===== src/rtl/vliw_spi_pkg.sv =====
// Shared definitions for the vliw_spi transaction sequencer.
//   xfer_state_t : sequencer states (also exported on the debug port)
//   DUMMY_BYTE   : byte sent while clocking in read data or a dummy cycle
//   WD_LIMIT     : cycles waited for the engine's busy before a start is reissued
package vliw_spi_pkg;

    typedef enum logic [2:0] {
        IDLE,
        SETUP,
        ISSUE,
        WAIT_RISE,
        WAIT_FALL,
        DELIVER,
        NEXT,
        HOLD
    } xfer_state_t;

    localparam logic [7:0] DUMMY_BYTE = 8'h00;
    localparam int         WD_LIMIT   = 4;

endpackage


===== src/rtl/vliw_spi_xfer_ctrl_if.sv =====
// Host-side bundle of vliw_spi_xfer_ctrl: request channel, read-data stream
// and the end-of-transfer pulse.
//   master : the host (drives requests, accepts read bytes)
//   slave  : the sequencer
// Optional macro VLIW_SPI_XFER_FAST_READ_EN adds fast (request qualifier)
// and err (watchdog failure flag).
//
// Handshake: a transfer happens on a rising clk edge where valid and ready
// are both high. req_ready is high only while the sequencer is idle.
// rd_valid, once raised, holds itself and rd_data unchanged until the edge
// where rd_ready is also high.
interface vliw_spi_xfer_ctrl_if #(
    parameter int LEN_W = 8
) ();
    logic             req_valid;
    logic             req_ready;
    logic [7:0]       req_cmd;
    logic [23:0]      req_addr;
    logic [LEN_W-1:0] req_len;
    logic [7:0]       rd_data;
    logic             rd_valid;
    logic             rd_ready;
    logic             done;
`ifdef VLIW_SPI_XFER_FAST_READ_EN
    logic             fast;
    logic             err;

    modport master (
        output req_valid, req_cmd, req_addr, req_len, rd_ready, fast,
        input  req_ready, rd_data, rd_valid, done, err
    );
    modport slave (
        input  req_valid, req_cmd, req_addr, req_len, rd_ready, fast,
        output req_ready, rd_data, rd_valid, done, err
    );
`else
    modport master (
        output req_valid, req_cmd, req_addr, req_len, rd_ready,
        input  req_ready, rd_data, rd_valid, done
    );
    modport slave (
        input  req_valid, req_cmd, req_addr, req_len, rd_ready,
        output req_ready, rd_data, rd_valid, done
    );
`endif
endinterface


===== src/rtl/vliw_spi_cs_timer.sv =====
// Loadable down-counter timing the chip-select setup and hold windows.
//   clk, rst  : clock, synchronous active-high reset
//   load      : load load_val this cycle (takes priority over counting)
//   load_val  : number of cycles the window lasts (>=1)
//   last      : high in the final cycle of the window
module vliw_spi_cs_timer #(
    parameter int W = 8
) (
    input  logic         clk,
    input  logic         rst,
    input  logic         load,
    input  logic [W-1:0] load_val,
    output logic         last
);
    logic [W-1:0] cnt;

    always_ff @(posedge clk) begin
        if (rst) begin
            cnt <= '0;
        end else if (load) begin
            cnt <= load_val;
        end else if (cnt != '0) begin
            cnt <= cnt - 1'b1;
        end
    end

    assign last = (cnt == W'(1));
endmodule


===== src/rtl/vliw_spi_xfer_ctrl.sv =====
// Transaction sequencer above the vliw_spi byte engine. Accepts a request
// (command, address, read length), frames it with chip-select, feeds the
// engine one byte at a time through start/busy and streams read bytes to
// the host.
//   clk, rst   : clock, synchronous active-high reset
//   host       : request / read stream / done (vliw_spi_xfer_ctrl_if.slave)
//   spi_cs_n   : chip select, active-low
//   spi_start  : one-cycle start pulse to the engine
//   spi_din    : byte to transmit, held from start until busy falls
//   spi_dout   : byte received by the engine, valid when busy falls
//   spi_busy   : engine busy
//   state_dbg  : current sequencer state
// Optional macro VLIW_SPI_XFER_FAST_READ_EN: fast request bit inserts one
// dummy byte after the address; err flags a watchdog failure with done.
module vliw_spi_xfer_ctrl
    import vliw_spi_pkg::*;
#(
    parameter int ADDR_BYTES = 3,
    parameter int LEN_W      = 8,
    parameter int CS_SETUP   = 2,
    parameter int CS_HOLD    = 2
) (
    input  logic                 clk,
    input  logic                 rst,
    vliw_spi_xfer_ctrl_if.slave  host,
    output logic                 spi_cs_n,
    output logic                 spi_start,
    output logic [7:0]           spi_din,
    input  logic [7:0]           spi_dout,
    input  logic                 spi_busy,
    output xfer_state_t          state_dbg
);
    // One extra bit so the byte count of a maximum-length read cannot wrap.
    localparam int IW = LEN_W + 1;

    xfer_state_t      state;
    logic [7:0]       cmd_q;
    logic [23:0]      addr_q;
    logic [LEN_W-1:0] len_q;
    logic [IW-1:0]    idx;
    logic [1:0]       wd_cnt;
    logic             retried;
    logic [7:0]       rd_data_q;
    logic             rd_valid_q;
    logic             done_q;
    logic [IW-1:0]    hdr_bytes;
    logic [IW-1:0]    total_bytes;
    logic [IW-1:0]    idx_nxt;
    logic             timer_load;
    logic [7:0]       timer_val;
    logic             timer_last;
`ifdef VLIW_SPI_XFER_FAST_READ_EN
    logic             fast_q;
    logic             wd_fail;
    logic             err_q;
`endif

    // Byte i of the frame: command, address MSB-first, then dummy bytes.
    function automatic logic [7:0] tx_byte(input logic [IW-1:0] i,
                                           input logic [7:0]    cmd,
                                           input logic [23:0]   addr);
        logic [23:0] sh;
        sh = addr >> (8 * (ADDR_BYTES - int'(i)));
        if (i == '0) return cmd;
        if (int'(i) <= ADDR_BYTES) return sh[7:0];
        return DUMMY_BYTE;
    endfunction

`ifdef VLIW_SPI_XFER_FAST_READ_EN
    assign hdr_bytes = IW'(1 + ADDR_BYTES) + IW'(fast_q);
`else
    assign hdr_bytes = IW'(1 + ADDR_BYTES);
`endif
    assign total_bytes = hdr_bytes + IW'(len_q);
    assign idx_nxt     = idx + 1'b1;

    // The timer reloads in every state except the two it times, so it is
    // always armed with the right window length on entry to SETUP or HOLD.
    assign timer_load = (state != SETUP) && (state != HOLD);
    assign timer_val  = (state == IDLE) ? 8'(CS_SETUP) : 8'(CS_HOLD);

    vliw_spi_cs_timer #(.W(8)) u_cs_timer (
        .clk      (clk),
        .rst      (rst),
        .load     (timer_load),
        .load_val (timer_val),
        .last     (timer_last)
    );

    always_ff @(posedge clk) begin
        if (rst) begin
            state      <= IDLE;
            spi_cs_n   <= 1'b1;
            spi_start  <= 1'b0;
            spi_din    <= '0;
            rd_data_q  <= '0;
            rd_valid_q <= 1'b0;
            done_q     <= 1'b0;
            cmd_q      <= '0;
            addr_q     <= '0;
            len_q      <= '0;
            idx        <= '0;
            wd_cnt     <= '0;
            retried    <= 1'b0;
`ifdef VLIW_SPI_XFER_FAST_READ_EN
            fast_q     <= 1'b0;
            wd_fail    <= 1'b0;
            err_q      <= 1'b0;
`endif
        end else begin
            spi_start <= 1'b0;
            done_q    <= 1'b0;
            case (state)
                IDLE: begin
                    if (host.req_valid) begin
                        cmd_q    <= host.req_cmd;
                        addr_q   <= host.req_addr;
                        len_q    <= host.req_len;
                        idx      <= '0;
                        spi_cs_n <= 1'b0;
`ifdef VLIW_SPI_XFER_FAST_READ_EN
                        fast_q   <= host.fast;
                        wd_fail  <= 1'b0;
                        err_q    <= 1'b0;
`endif
                        state    <= SETUP;
                    end
                end
                SETUP: begin
                    if (timer_last) begin
                        spi_start <= 1'b1;
                        spi_din   <= tx_byte(idx, cmd_q, addr_q);
                        retried   <= 1'b0;
                        state     <= ISSUE;
                    end
                end
                ISSUE: begin
                    wd_cnt <= '0;
                    state  <= WAIT_RISE;
                end
                WAIT_RISE: begin
                    if (spi_busy) begin
                        state <= WAIT_FALL;
                    end else if (wd_cnt == 2'(WD_LIMIT - 1)) begin
                        // Engine missed the start: retry once with the same
                        // byte, then give up and close the frame.
                        if (!retried) begin
                            retried   <= 1'b1;
                            spi_start <= 1'b1;
                            state     <= ISSUE;
                        end else begin
`ifdef VLIW_SPI_XFER_FAST_READ_EN
                            wd_fail <= 1'b1;
`endif
                            state   <= HOLD;
                        end
                    end else begin
                        wd_cnt <= wd_cnt + 1'b1;
                    end
                end
                WAIT_FALL: begin
                    if (!spi_busy) begin
                        if (idx >= hdr_bytes) begin
                            rd_data_q  <= spi_dout;
                            rd_valid_q <= 1'b1;
                            state      <= DELIVER;
                        end else begin
                            state <= NEXT;
                        end
                    end
                end
                DELIVER: begin
                    if (host.rd_ready) begin
                        rd_valid_q <= 1'b0;
                        state      <= NEXT;
                    end
                end
                NEXT: begin
                    idx <= idx_nxt;
                    if (idx_nxt == total_bytes) begin
                        state <= HOLD;
                    end else begin
                        spi_start <= 1'b1;
                        spi_din   <= tx_byte(idx_nxt, cmd_q, addr_q);
                        retried   <= 1'b0;
                        state     <= ISSUE;
                    end
                end
                HOLD: begin
                    if (timer_last) begin
                        spi_cs_n <= 1'b1;
                        done_q   <= 1'b1;
`ifdef VLIW_SPI_XFER_FAST_READ_EN
                        err_q    <= wd_fail;
`endif
                        state    <= IDLE;
                    end
                end
                default: state <= IDLE;
            endcase
        end
    end

    assign host.req_ready = (state == IDLE);
    assign host.rd_data   = rd_data_q;
    assign host.rd_valid  = rd_valid_q;
    assign host.done      = done_q;
`ifdef VLIW_SPI_XFER_FAST_READ_EN
    assign host.err       = err_q;
`endif
    assign state_dbg      = state;
endmodule


===== src/flat_wrapper.sv =====
// flat-port wrapper written by rule: the top's interface ports become plain ports
module vliw_spi_xfer_ctrl_flat import vliw_spi_pkg::*;
#(
    parameter int ADDR_BYTES = 3,
    parameter int LEN_W      = 8,
    parameter int CS_SETUP   = 2,
    parameter int CS_HOLD    = 2
)
  (clk, rst, spi_cs_n, spi_start, spi_din, spi_dout, spi_busy, state_dbg, host_req_valid, host_req_cmd, host_req_addr, host_req_len, host_rd_ready, host_req_ready, host_rd_data, host_rd_valid, host_done);
  vliw_spi_xfer_ctrl_if #(.LEN_W(LEN_W)) host_i ();
  input  logic clk;
  input  logic rst;
  output logic spi_cs_n;
  output logic spi_start;
  output logic [7:0] spi_din;
  input  logic [7:0] spi_dout;
  input  logic spi_busy;
  output xfer_state_t state_dbg;
  input wire logic [$bits(host_i.req_valid)-1:0] host_req_valid;
  input wire logic [$bits(host_i.req_cmd)-1:0] host_req_cmd;
  input wire logic [$bits(host_i.req_addr)-1:0] host_req_addr;
  input wire logic [$bits(host_i.req_len)-1:0] host_req_len;
  input wire logic [$bits(host_i.rd_ready)-1:0] host_rd_ready;
  output wire logic [$bits(host_i.req_ready)-1:0] host_req_ready;
  output wire logic [$bits(host_i.rd_data)-1:0] host_rd_data;
  output wire logic [$bits(host_i.rd_valid)-1:0] host_rd_valid;
  output wire logic [$bits(host_i.done)-1:0] host_done;
  assign host_i.req_valid = host_req_valid;
  assign host_i.req_cmd = host_req_cmd;
  assign host_i.req_addr = host_req_addr;
  assign host_i.req_len = host_req_len;
  assign host_i.rd_ready = host_rd_ready;
  assign host_req_ready = host_i.req_ready;
  assign host_rd_data = host_i.rd_data;
  assign host_rd_valid = host_i.rd_valid;
  assign host_done = host_i.done;
  vliw_spi_xfer_ctrl #(.ADDR_BYTES(ADDR_BYTES), .LEN_W(LEN_W), .CS_SETUP(CS_SETUP), .CS_HOLD(CS_HOLD)) u_core (.clk(clk), .rst(rst), .host(host_i), .spi_cs_n(spi_cs_n), .spi_start(spi_start), .spi_din(spi_din), .spi_dout(spi_dout), .spi_busy(spi_busy), .state_dbg(state_dbg));
endmodule

===== config.mk =====
export PLATFORM = sky130hd
export DESIGN_NAME = vliw_spi_xfer_ctrl_flat
export DESIGN_NICKNAME = d
export VERILOG_FILES = /design/src/rtl/vliw_spi_pkg.sv /design/src/rtl/vliw_spi_xfer_ctrl_if.sv /design/src/rtl/vliw_spi_cs_timer.sv /design/src/rtl/vliw_spi_xfer_ctrl.sv /design/src/flat_wrapper.sv
export SDC_FILE = /design/constraint.sdc
export NUM_CORES = 1
export LEC_CHECK = 0
export BUFFER_PORTS_ARGS = -buffer_cell sky130_fd_sc_hd__buf_4
export CAP_MARGIN = 30
export CELL_PAD_IN_SITES_DETAIL_PLACEMENT = 1
export CELL_PAD_IN_SITES_GLOBAL_PLACEMENT = 2
export CORE_UTILIZATION = 35
export DETAILED_ROUTE_END_ITERATION = 10
export GPL_TIMING_DRIVEN = 0
export PLACE_DENSITY_LB_ADDON = 0.1
export SYNTH_ARGS = -nofsm -noshare
export SYNTH_HDL_FRONTEND = slang
export SYNTH_SLANG_ARGS = --single-unit

===== constraint.sdc =====
create_clock -name clk -period 5.65 [get_ports clk]
set_input_delay 1.13 -clock clk [delete_from_list [all_inputs] [get_ports clk]]
set_output_delay 1.13 -clock clk [all_outputs]
set_load 0.005 [all_outputs]

# == Word-level counts from Yosys, hierarchy flattened ==
# Cells that the tools add are included.
# classes
reduce_logical,23
n_lt_le_gt_ge,3
n_mux,65
n_eq_ne,23
shifts,2
bitwise,2
n_addsub,6
# op_table
op,n
8-bit 2-to-1 mux,10
24-bit by 32-bit right shift with 8-bit output,2
1-bit 2-to-1 mux,32
3-bit 2-to-1 mux,9
3-bit one-hot mux with 8 select lines,1
2-bit by 9-bit subtractor with 10-bit output (first input constant),2
9-bit by 2-bit <= comparator with 1-bit output (second input constant),2
9-bit logical NOT,2
9-bit one-hot mux with 2 select lines,1
8-bit one-hot mux with 2 select lines,1
3-bit == test (second input constant),4
2-bit != test (second input constant),6
3-bit AND reduction,4
2-bit nonzero test,6
2-bit 2-to-1 mux,5
3-bit by 8-bit adder with 9-bit output (first input constant),1
9-bit by 1-bit adder with 9-bit output (second input constant),1
9-bit == test,1
9-bit by 3-bit greater-or-equal comparator with 1-bit output (second input constant),1
9-bit 2-to-1 mux,1
8-bit by 1-bit == test with 1-bit output (second input constant),1
2-bit by 1-bit != test with 1-bit output (second input constant),4
8-bit nonzero test,1
8-bit by 1-bit subtractor with 8-bit output (second input constant),1
19 further kinds,25
# totals
out_inout_bits,24
input_bits,53
regBits,83
elab_cells,139

# == Depth between registers and ports, before layout ==
# Gate-level depths: netlist of the first run.
# logic_depth
word_depth,14
depth_mapped,12
ltp_nobuf,9

# == Modules after synthesis ==
# Synthesis of the first run repeated with hierarchy kept, for this count alone.
# hier_totals
hier_cells,600
hier_area_um2,4854.7
# by_module_without_submodules
module,area_each_um2,cells_per_inst,instances
vliw_spi_xfer_ctrl,4346.7,547,1
vliw_spi_cs_timer,508.0,53,1

# == Worst setup path before layout of the first run ==
# OpenSTA, ideal clock, no wires.
# synth_path
kind,register to register
start,register u_core.idx[0]
end,register u_core.retried
path_stages_with_launch,12
setup_slack_ps,2330
n_path_buf,3
arrival_time_ps,3234
cell_sequence,dfxtp_1 buf_2 buf_1 clkinv_1 ha_1 clkbuf_1 xnor2_1 nand2_1 nor4b_2 nand4b_2 or4b_4 a221oi_2
# synth_via
elab_chain_cells,4
# synth_rtl
element,line_no,text
from (decl),vliw_spi_xfer_ctrl.sv:40,logic [IW-1:0] idx;
from (signal assigned),vliw_spi_xfer_ctrl.sv:179,idx <= idx_nxt;
9-bit by 1-bit adder with 9-bit output,vliw_spi_xfer_ctrl.sv:75,assign idx_nxt = idx + 1'b1;
9-bit == test,vliw_spi_xfer_ctrl.sv:180,if (idx_nxt == total_bytes) begin
2-bit != test (no source line),-,
5-bit AND reduction (no source line),-,
to (signal assigned),vliw_spi_xfer_ctrl.sv:104,retried <= 1'b0;
to (signal assigned),vliw_spi_xfer_ctrl.sv:133,retried <= 1'b0;
to (signal assigned),vliw_spi_xfer_ctrl.sv:185,retried <= 1'b0;
to (decl),vliw_spi_xfer_ctrl.sv:42,logic retried;
# Every way passes these cells.
# A chain may end at the register's enable or synchronous reset.

# == Worst setup path after layout of the first run ==
# Ends and elaborated chain as after synthesis.

==> key figures, run 1 <==
Detailed routing
  – DRC: 0
  – Drt pass-1 iters: 4
  – DRT iter0 DRCs: 221
  – DRT Wirelength: 14.1 mm
  – Final ANT Viol Nets: 0
  – Vias post-DR: 4454
  – Wirelength per Cell: roughly 17 um
  – Via density: about 5.3

Worst setup path
  – Reg2reg start: u_core.idx[0]$_SDFFE_PP0P_
  – R2R depth: 11
  – R2R setup slack: roughly 1.6 ns
  – Req. time, crit path: slightly below 6 ns
  – Largest fanout on the critical path: 10
  – Startpoint Class: register
  – R2R Path End: u_core.retried$_SDFFE_PP0P_
  – WS Path Type: register to register
  – Worst EP arrival: 4.27 ns
  – Worst Setup End Kind: register

Synthesis
  – Register area share after synthesis: 0.361
  – Count of warnings emitted by yosys: 0
  – Synth Flop Type: dfxtp_1
  – Netlist cell types: 57
  – Synthesized flop and latch total: 83
  – Post-synth top area share: 0.361
  – Post-synth top cells: 99 x nand2_1, 83 x dfxtp_1, 58 x a21oi_1, 44 x nor2_1, 33 x mux2i_1
  – Mapped cell area: 4600 um2
  – Mean area per synthesized cell: slightly below 8 um2
  – Cells after Synth: just under 600
  – Post-synth EDFFs: 0
  – Largest cells by area after synthesis: dfxtp_1 36%, nand2_1 8.1%, mux2i_1 7.2%
  – Top-count cell post-synth: nand2_1
  – Async SR Flop Fraction: 0
  – Area leader, netlist: dfxtp_1
  – Post-Syn Nets: between 600 and 700

STA
  – Final Hold Viols: 0
  – Fin crit share: 0.708
  – Skew final: between 0.008 and 0.009 ns
  – # setup viols final: 0
  – F_max: between 0.2 and 0.25 GHz
  – Max Slew Vio Count: 0
  – Setup_tns: 0 ns
  – Unrepaired setup endpoints after global routing: false
  – Slew @ Worst Pin: approximately 0.95 ns
  – Final Critical Period: roughly 4 ns
  – Slew headroom: 0.363

Worst hold path
  – WHS Path Cells: 2
  – Hold path endpoint: u_core.u_cs_timer.cnt[3]$_SDFFE_PP0P_
  – Hold wc startpoint: u_core.u_cs_timer.cnt[3]$_SDFFE_PP0P_
  – Tightest Hold Check Type: register to register

GRT
  – GRT Total Usage: 0.217
  – Total gr overflow: 0
  – Antenna violations before repair: 0
  – Largest net degree at the start of global routing: 14
  – Global-route wire length before repair: roughly 22 mm
  – Vias in the first global route: 4320

Clock network
  – Max H-tree Level: 3
  – CTS tree: done
  – CTS buffer count: 9
  – Clock latency at the later pin of the worst-skew pair: approximately 0.35 ns
  – CTS Sinks: between 80 and 90
  – Clk buf depth: 2
  – CTS root buf: clkbuf_16
  – Clock-pin slew on the worst setup and hold paths: 0.06 ns
  – Hold_buf cts: 0
  – Resized Gates After CTS: 0
  – Post-CTS setup buffers: 0

Final layout
  – Share of layout cells above drive strength 1: 0.166
  – Fin nets: about 730
  – Fillers: between 1500 and 2000
  – # diodes: 0
  – Layout area overhead: 23.7%

Flow run
  – Max-Cap Viols: 0

Power
  – Total power: around 1.9 mW
  – Pwr dens: ~330 nW/um2
  – Peak VDD IR: approximately 0.00013 V
  – Leak: 2.21 nW

Floorplanning
  – Core Area: 12700 um2
  – Rows: 41
  – Die Footprint: 13600 um2
  – IO Pins: 77
  – Width of the chip: 117 um
  – Initial core utilization: 0.362
  – Die height: ~120 um

Placed design
  – Routability congestion estimate: between 0.8 and 0.9
  – Post-DP HPWL: 10.8 mm
  – I/O Buffers: 76

Status
  – Outcome: complete, no violations
[how the worst max path moves through the flow]
stage | from | end | slack (ns)
after detailed placement | u_core.idx[0]$_SDFFE_PP0P_ | u_core.retried$_SDFFE_PP0P_ | 1.67
after global routing | u_core.idx[0]$_SDFFE_PP0P_ | u_core.retried$_SDFFE_PP0P_ | 1.38
after global placement | u_core.idx[0]$_SDFFE_PP0P_ | u_core.retried$_SDFFE_PP0P_ | 1.78
final | u_core.idx[0]$_SDFFE_PP0P_ | u_core.retried$_SDFFE_PP0P_ | 1.65
after CTS | u_core.idx[0]$_SDFFE_PP0P_ | u_core.retried$_SDFFE_PP0P_ | 1.67
after floorplan | u_core.idx[0]$_SDFFE_PP0P_ | u_core.retried$_SDFFE_PP0P_ | 2.33
[critical path: stages, from the launching register on]
cell	delay (ns)
dfxtp_1	0.35
buf_2	0.21
buf_1	0.39
clkinv_1	0.38
ha_1	0.39
clkbuf_1	0.51
xnor2_1	0.19
nand2_1	0.09
nor4b_2	0.28
nand4b_2	0.24
or4b_4	0.61
a221oi_2	0.29
[layout by cell type, fill, tap and decap left out, types with 3 or more instances in the layout]
cell type   n
a22oi_1     9
buf_2       5
buf_4      79
xor2_1      7
o211ai_1    9
dfxtp_1    83
buf_1       3
o31ai_1     3
mux2i_1    33
nand2_1    99
xnor2_1    13
nor2_1     44
clkbuf_1   32
nor3_1      8
clkbuf_16   9
a21oi_1    58
o21bai_1    9
o21a_1      3
nand3_1    23
o21ai_0    31
inv_1      10
or4_1       3
a31oi_1     3
nor2b_1     4
nor4_1      5
ha_1       11
nand4_1     3
nand2b_1   10
a211oi_1   13
o2bb2ai_1   8
or3_1       5
[stage by stage]
step	cell area (um2)	setup slack (ns)	util	std cells	hold WS, ns
floorplan	4600	2.33	-	581	0.446
global placement	5390	1.78	0.423	829	0.457
detailed placement	5400	1.67	0.424	831	0.465
CTS	5690	1.67	0.447	846	0.475
global route	5690	1.38	0.447	846	0.495
finish	5690	1.65	0.447	846	0.471
[state kept, by name, indices dropped and copies added, names as in the netlist, 3 cells and up]
register	cells
u_core.addr_q	24
u_core.state_dbg	3
u_core.u_cs_timer.cnt	8
u_core.host.rd_data	8
u_core.spi_din	8
u_core.idx	9
u_core.len_q	8
u_core.cmd_q	8
[report_power, final]
part	total, mW	internal, mW	switching (mW)
clock	0.597	0.352	0.245
combinational	0.539	0.211	0.327
sequential	0.739	0.663	0.0757
total	1.87	1.23	0.648
[layout make-up]
| class | count | area (um2) | area share |
|---|---|---|---|
| multi-input combinational | 443 | 2700 | 0.474 |
| tap | 172 | 215 | 0.0378 |
| clock buffer | 11 | 243 | 0.0427 |
| inverter | 11 | 41.3 | 0.00726 |
| timing repair buffer | 78 | 581 | 0.102 |
| sequential | 83 | 1660 | 0.292 |
| buffer | 44 | 198 | 0.0347 |
| clock inverter | 4 | 51.3 | 0.00902 |
[cells by family after synthesis]
logic type / count (synthesis) / synth area share
DFF: 83 / 0.361
adders and majority gates: 11 / 0.0299
AOI/OAI and AO/OA: 160 / 0.222
muxes: 33 / 0.0718
and+or+nand+nor: 218 / 0.220
buffers and inverters: 55 / 0.0520
xor gates and xnor gates: 21 / 0.0430
[metal layers]
| layer | vias to the layer above | track usage | wire [um] |
|---|---|---|---|
| met5 | - | 0 | 0 |
| met2 | 92 | 0.372 | 6760 |
| met1 | 2118 | 0.272 | 6590 |
| met3 | 15 | 0.0337 | 494 |
| met4 | 0 | 0.0878 | 264 |
| li1 | 2229 | - | - |
(Power assumes the default switching activity.)
==> run 2: changes to the inputs <==
Settings changed: CORE_UTILIZATION 35 to 33.
Clock period 5.65 ns to 4.05 ns, I/O delays scaled along.
==> key figures, run 2 (synthesized netlist as in run 1, its figures left out) <==
Status
  – Outcome: complete, no violations

STA
  – Hold_ws: 0.472 ns (+0.000580 ns)
  – Skew final: 0.00742 ns (-0.00118 ns)
  – Slew @ Worst Pin: 0.900 ns (-0.0490 ns)
  – F_max: 0.266 GHz (+6.6%)
  – # setup viols final: 0 (unchanged)
  – Final Critical Period: 3.76 ns (-0.247 ns)
  – Final Hold Viols: 0 (unchanged)
  – Unrepaired setup endpoints after global routing: false
  – Slew headroom: 0.396 (+0.0329)
  – Fin crit share: 0.927 (+0.219)
  – Max Slew Vio Count: 0 (unchanged)

Final layout
  – Fin nets: 733 (-0.14%)
  – # diodes: 0 (unchanged)
  – Max reg flops: 24 (unchanged)
  – Most common cell after layout, fill and taps aside: nand2_1
  – Layout Utilization: 0.424 (-0.0228)
  – Largest Register: u_core.addr_q
  – Biggest regs: u_core.addr_q (24), u_core.idx (9)
  – Layout area overhead: 23.6% (about the same)
  – Share of layout cells above drive strength 1: 0.166 (unchanged)
  – Most frequent cells in the layout: 99 x nand2_1, 83 x dfxtp_1, 79 x buf_4, 58 x a21oi_1, 44 x nor2_1

Floorplanning
  – Rows: 42 (+2.4%)
  – Core Area: 13400 um2 (+5.3%)
  – IO Pins: 77 (unchanged)
  – Die Footprint: 14400 um2 (+6.0%)
  – Initial core utilization: 0.343 (-0.0183)
  – Width of the chip: 120 um (+2.9%)
  – Die height: 120 um (+2.9%)

Placed design
  – Post-DP HPWL: 11.0 mm (+2.6%)
  – Routability congestion estimate: 0.871 (-1.2%)
  – I/O Buffers: 76 (unchanged)

Detailed routing
  – Via density: 5.29 (+0.42%)
  – Final ANT Viol Nets: 0 (unchanged)
  – DRT Wirelength: 14.5 mm (+2.4%)
  – Drt pass-1 iters: 4 (unchanged)
  – DRT iter0 DRCs: 215 (-2.7%)
  – Wirelength per Cell: 17.0 um (+1.9%)
  – DRC: 0 (unchanged)
  – Vias post-DR: 4494 (+0.90%)

Worst setup path
  – Reg2reg start: u_core.idx[0]$_SDFFE_PP0P_
  – Crit path from: u_core.idx[0]$_SDFFE_PP0P_
  – Startpoint Class: register
  – Largest fanout on the critical path: 10 (unchanged)
  – Worst EP arrival: 4.02 ns (-0.25 ns)
  – WS Path Type: register to register
  – Req. time, crit path: 4.31 ns (-1.60 ns)
  – Worst Setup End Kind: register

GRT
  – Largest net degree at the start of global routing: 14 (unchanged)
  – Global-route wire length before repair: 23.2 mm (+4.3%)
  – Total gr overflow: 0 (unchanged)
  – Antenna violations before repair: 0 (unchanged)
  – Vias in the first global route: 4407 (+2.0%)
  – GRT Total Usage: 0.208 (-0.00889)

Power
  – Pwr dens: 458 nW/um2 (+39%)
  – Peak VDD IR: 0.000225 V (+74%)
  – Leak: 2.20 nW (-0.32%)
  – Total power: 2.61 mW (+39%)

Worst hold path
  – Tightest Hold Check Type: register to register
  – Hold wc startpoint: u_core.len_q[0]$_SDFFE_PP0P_

Clock network
  – CTS tree: done
  – CTS buffer count: 9 (unchanged)
  – CTS Sinks: 83 (unchanged)
  – CTS root buf: clkbuf_16
  – Max H-tree Level: 3 (unchanged)
  – Hold_buf cts: 0 (unchanged)
  – Clock latency at the later pin of the worst-skew pair: 0.35 ns (about the same)
  – Clock-pin slew on the worst setup and hold paths: 0.06 ns (about the same)
  – Post-CTS setup buffers: 0 (unchanged)
  – Clk buf depth: 2 (unchanged)

Flow run
  – Max-Cap Viols: 0 (unchanged)
## run 2: cell count changes in the layout (fill, tap and decap cells not counted)
| cell | previous run | this run |
|---|---|---|
| clkbuf_8 | 1 | 0 |
| ha_1 | 11 | 10 |
| clkbuf_1 | 32 | 33 |
| ha_2 | 0 | 1 |
## run 2: per-stage QoR
stage,instance area [um2],setup slack (ns),TNS (ns),std cells
after detailed placement,5400,-0.0385,-0.0385,835
after global placement,5390,0.149,0,833
after global routing,5690,0.0718,0,850
after floorplan,4600,0.730,0,581
after CTS,5680,0.148,0,850
final,5690,0.295,0,850
## run 2: path summary, 6_finish.rpt
kind | slack [ns] | depth (start not counted) | end
setup / recovery | 0.29 | 10 | u_core.retried$_SDFFE_PP0P_
hold / removal | 0.47 | 2 | u_core.len_q[0]$_SDFFE_PP0P_
setup reg to reg | 0.29 | 10 | u_core.retried$_SDFFE_PP0P_
hold reg to reg | 0.47 | 2 | u_core.len_q[0]$_SDFFE_PP0P_
## run 2: metal layers
metal  global-route usage  wire, um  up-vias
met4               0.0797       215        0
met1                0.277      7010     2157
li1                     -         -     2242
met3               0.0309       474       13
met2                0.338      6760       82
met5                    0         0        -
## run 2: report_power, final
| part | internal (mW) | switching, mW | leakage (nW) |
|---|---|---|---|
| Clock | 0.478 | 0.338 | 0.137 |
| Sequential | 0.926 | 0.108 | 0.676 |
| Combinational | 0.295 | 0.462 | 1.39 |
| Total | 1.70 | 0.907 | 2.20 |
## run 2: layout make-up
type | instances | area (um2)
repair buffers | 78 | 581
clock buffers | 12 | 236
inverters | 11 | 41.3
well taps | 176 | 220
clock inverters | 4 | 51.3
flip-flops and latches | 83 | 1660
plain buffers | 43 | 194
fillers | 1666 | 7710
multi-input cells | 443 | 2700
## run 2: timing repair
item | 4_1_cts | 5_1_grt
endpoints found under the setup margin | 6 | 8
endpoints found under the hold margin | 0 | 0
resized for setup | 0 | 1
## run 2: critical path: stages (launching register included)
cell and delay [ns]:
dfxtp_1 0.35, buf_2 0.23, buf_1 0.36, clkinv_1 0.37, ha_2 0.62, xnor2_1 0.17
nand2_1 0.08, nor4b_2 0.31, nand4b_2 0.27, or4b_4 0.63, a221oi_2 0.28
==> run 3: changes to the inputs <==
Settings changed: CELL_PAD_IN_SITES_DETAIL_PLACEMENT 1 to default, CELL_PAD_IN_SITES_GLOBAL_PLACEMENT 2 to default, CORE_UTILIZATION 33 to 45, PLACE_DENSITY from default to 0.66, PLACE_DENSITY_LB_ADDON 0.1 to default.
==> key figures, run 3 (synthesized netlist as in run 1, its figures left out) <==
GRT
  – Global-route wire length before repair: 19.4 mm (-16%)
  – Antenna violations before repair: 0 (unchanged)
  – Vias in the first global route: 3996 (-9.3%)
  – Largest net degree at the start of global routing: 17 (+3)
  – GRT Total Usage: 0.237 (+0.0287)
  – Total gr overflow: 0 (unchanged)

Worst hold path
  – Tightest Hold Check Type: register to register

Worst setup path
  – Startpoint Class: register
  – Worst EP arrival: 4.06 ns (+0.04 ns)
  – Worst Setup End Kind: register
  – Largest fanout on the critical path: 10 (unchanged)
  – WS Path Type: register to register
  – Req. time, crit path: 4.33 ns (+0.02 ns)

Final layout
  – Fillers: 937 (-44%)
  – Most frequent cells in the layout: 99 x nand2_1, 83 x dfxtp_1, 79 x buf_4, 58 x a21oi_1, 44 x nor2_1
  – Layout Utilization: 0.568 (+0.144)
  – Share of layout cells above drive strength 1: 0.169 (+0.00297)
  – Footprint of the multi-input gates: 2700 um2 (about the same)
  – Layout area overhead: 21.3%
  – Largest Register: u_core.addr_q
  – Fin nets: 733 (unchanged)
  – Sequential Area: 1660 um2 (unchanged)
  – # diodes: 0 (unchanged)
  – Max reg flops: 24 (unchanged)
  – Biggest regs: u_core.addr_q (24), u_core.idx (9)
  – Most common cell after layout, fill and taps aside: nand2_1

Status
  – Outcome: complete, no violations

Clock network
  – CTS root buf: clkbuf_8
  – Clock latency at the later pin of the worst-skew pair: 0.36 ns (about the same)
  – CTS tree: done
  – Resized Gates After CTS: 0 (unchanged)
  – Clk buf depth: 2 (unchanged)
  – Max H-tree Level: 3 (unchanged)
  – Clock-pin slew on the worst setup and hold paths: 0.09 ns (+0.03 ns)
  – CTS buffer count: 9 (unchanged)
  – CTS Sinks: 83 (unchanged)

Power
  – Pwr dens: 443 nW/um2 (-3.3%)
  – Total power: 2.47 mW (-5.2%)
  – Peak VDD IR: 0.000220 V (-2.4%)
  – Leak: 2.19 nW (-0.88%)

STA
  – Slew headroom: 0.356 (-0.0400)
  – Slew @ Worst Pin: 0.960 ns (+0.0596 ns)
  – Final Critical Period: 3.77 ns (+0.0179 ns)
  – Final Hold Viols: 0 (unchanged)
  – Unrepaired setup endpoints after global routing: false
  – Setup_tns: 0 ns (unchanged)
  – Skew final: 0.0126 ns (+0.00516 ns)
  – # setup viols final: 0 (unchanged)
  – Fin crit share: 0.932 (+0.00442)
  – Max Slew Vio Count: 0 (unchanged)
  – F_max: 0.265 GHz (-0.47%)

Detailed routing
  – Drt pass-1 iters: 5 (+1)
  – Via density: 5.51 (+4.3%)
  – DRT Wirelength: 12.1 mm (-16%)
  – DRT iter0 DRCs: 269 (+25%)
  – Vias post-DR: 4450 (-0.98%)
  – Wirelength per Cell: 15.0 um (-12%)
  – DRC: 0 (unchanged)
  – Final ANT Viol Nets: 0 (unchanged)

Placed design
  – Post-DP HPWL: 9.11 mm (-17%)
  – I/O Buffers: 76 (unchanged)
  – Routability congestion estimate: 0.873 (+0.22%)

Floorplanning
  – Width of the chip: 103 um (-14%)
  – Core Area: 9820 um2 (-27%)
  – Die Footprint: 10600 um2 (-26%)
  – Die height: 103 um (-14%)
  – Initial core utilization: 0.468 (+0.125)
  – IO Pins: 77 (unchanged)
  – Rows: 36 (-14%)

Flow run
  – Max-Cap Viols: 0 (unchanged)
[run 3: cell types whose count changed in the layout (fill, tap and decap cells not counted), sizes merged]
cell and change:
clkinv -2, buf -1, clkbuf -3, clkdlybuf4s15 +1, inv +4, bufinv +1
[run 3: power by group]
| part | switching, mW | leakage, nW | internal [mW] |
|---|---|---|---|
| Sequential | 0.108 | 0.676 | 0.924 |
| Clock | 0.336 | 0.113 | 0.358 |
| Combinational | 0.451 | 1.40 | 0.295 |
| Total | 0.894 | 2.19 | 1.58 |
[run 3: worst max-delay path, stage by stage (launching register included)]
cell	delay, ns
dfxtp_1	0.36
buf_2	0.21
buf_1	0.36
clkinv_1	0.35
ha_1	0.70
xnor2_1	0.17
nand2_1	0.09
nor4b_2	0.34
nand4b_2	0.24
or4b_4	0.60
a221oi_2	0.28
[run 3: final timing paths]
path                                   to  cells after the start                    startpoint  slack (ns)
max reg2reg   u_core.retried$_SDFFE_PP0P_                     10    u_core.idx[0]$_SDFFE_PP0P_        0.28
min reg2reg  u_core.len_q[0]$_SDFFE_PP0P_                      2  u_core.len_q[0]$_SDFFE_PP0P_        0.47
max           u_core.retried$_SDFFE_PP0P_                     10    u_core.idx[0]$_SDFFE_PP0P_        0.28
min          u_core.len_q[0]$_SDFFE_PP0P_                      2  u_core.len_q[0]$_SDFFE_PP0P_        0.47
[run 3: routing by layer]
metal  GRT usage  vias to the layer above  share of wire
met1       0.302                     2053           0.46
met2       0.404                      143           0.47
met3      0.0353                       18          0.051
met5           0                        -              0
li1            -                     2236              -
met4      0.0899                        0          0.017
[run 3: repair_timing]
item / 4_1_cts / 5_1_grt
setup endpoints to repair: 0 / 11
setup buffers: 0 / 0
hold buffers: 0 / 0
[run 3: through the flow]
stage / hold WS, ns / cell area, um2 / std cells / worst slack [ns]
final: 0.473 / 5580 / 807 / 0.277
after floorplan: 0.446 / 4600 / 581 / 0.730
after detailed placement: 0.461 / 5350 / 792 / 0.103
after global placement: 0.453 / 5340 / 790 / 0.191
after CTS: 0.478 / 5580 / 808 / 0.0901
after global routing: 0.493 / 5580 / 807 / 0.0396
[run 3: cell type report]
cell class / instances / share of cell area
timing repair buffer: 78 / 0.105
multi-input combinational: 443 / 0.484
clock inverter: 7 / 0.0188
sequential: 83 / 0.298
tap: 133 / 0.0298
buffer: 43 / 0.0348
inverter: 11 / 0.00740
clock buffer: 9 / 0.0222
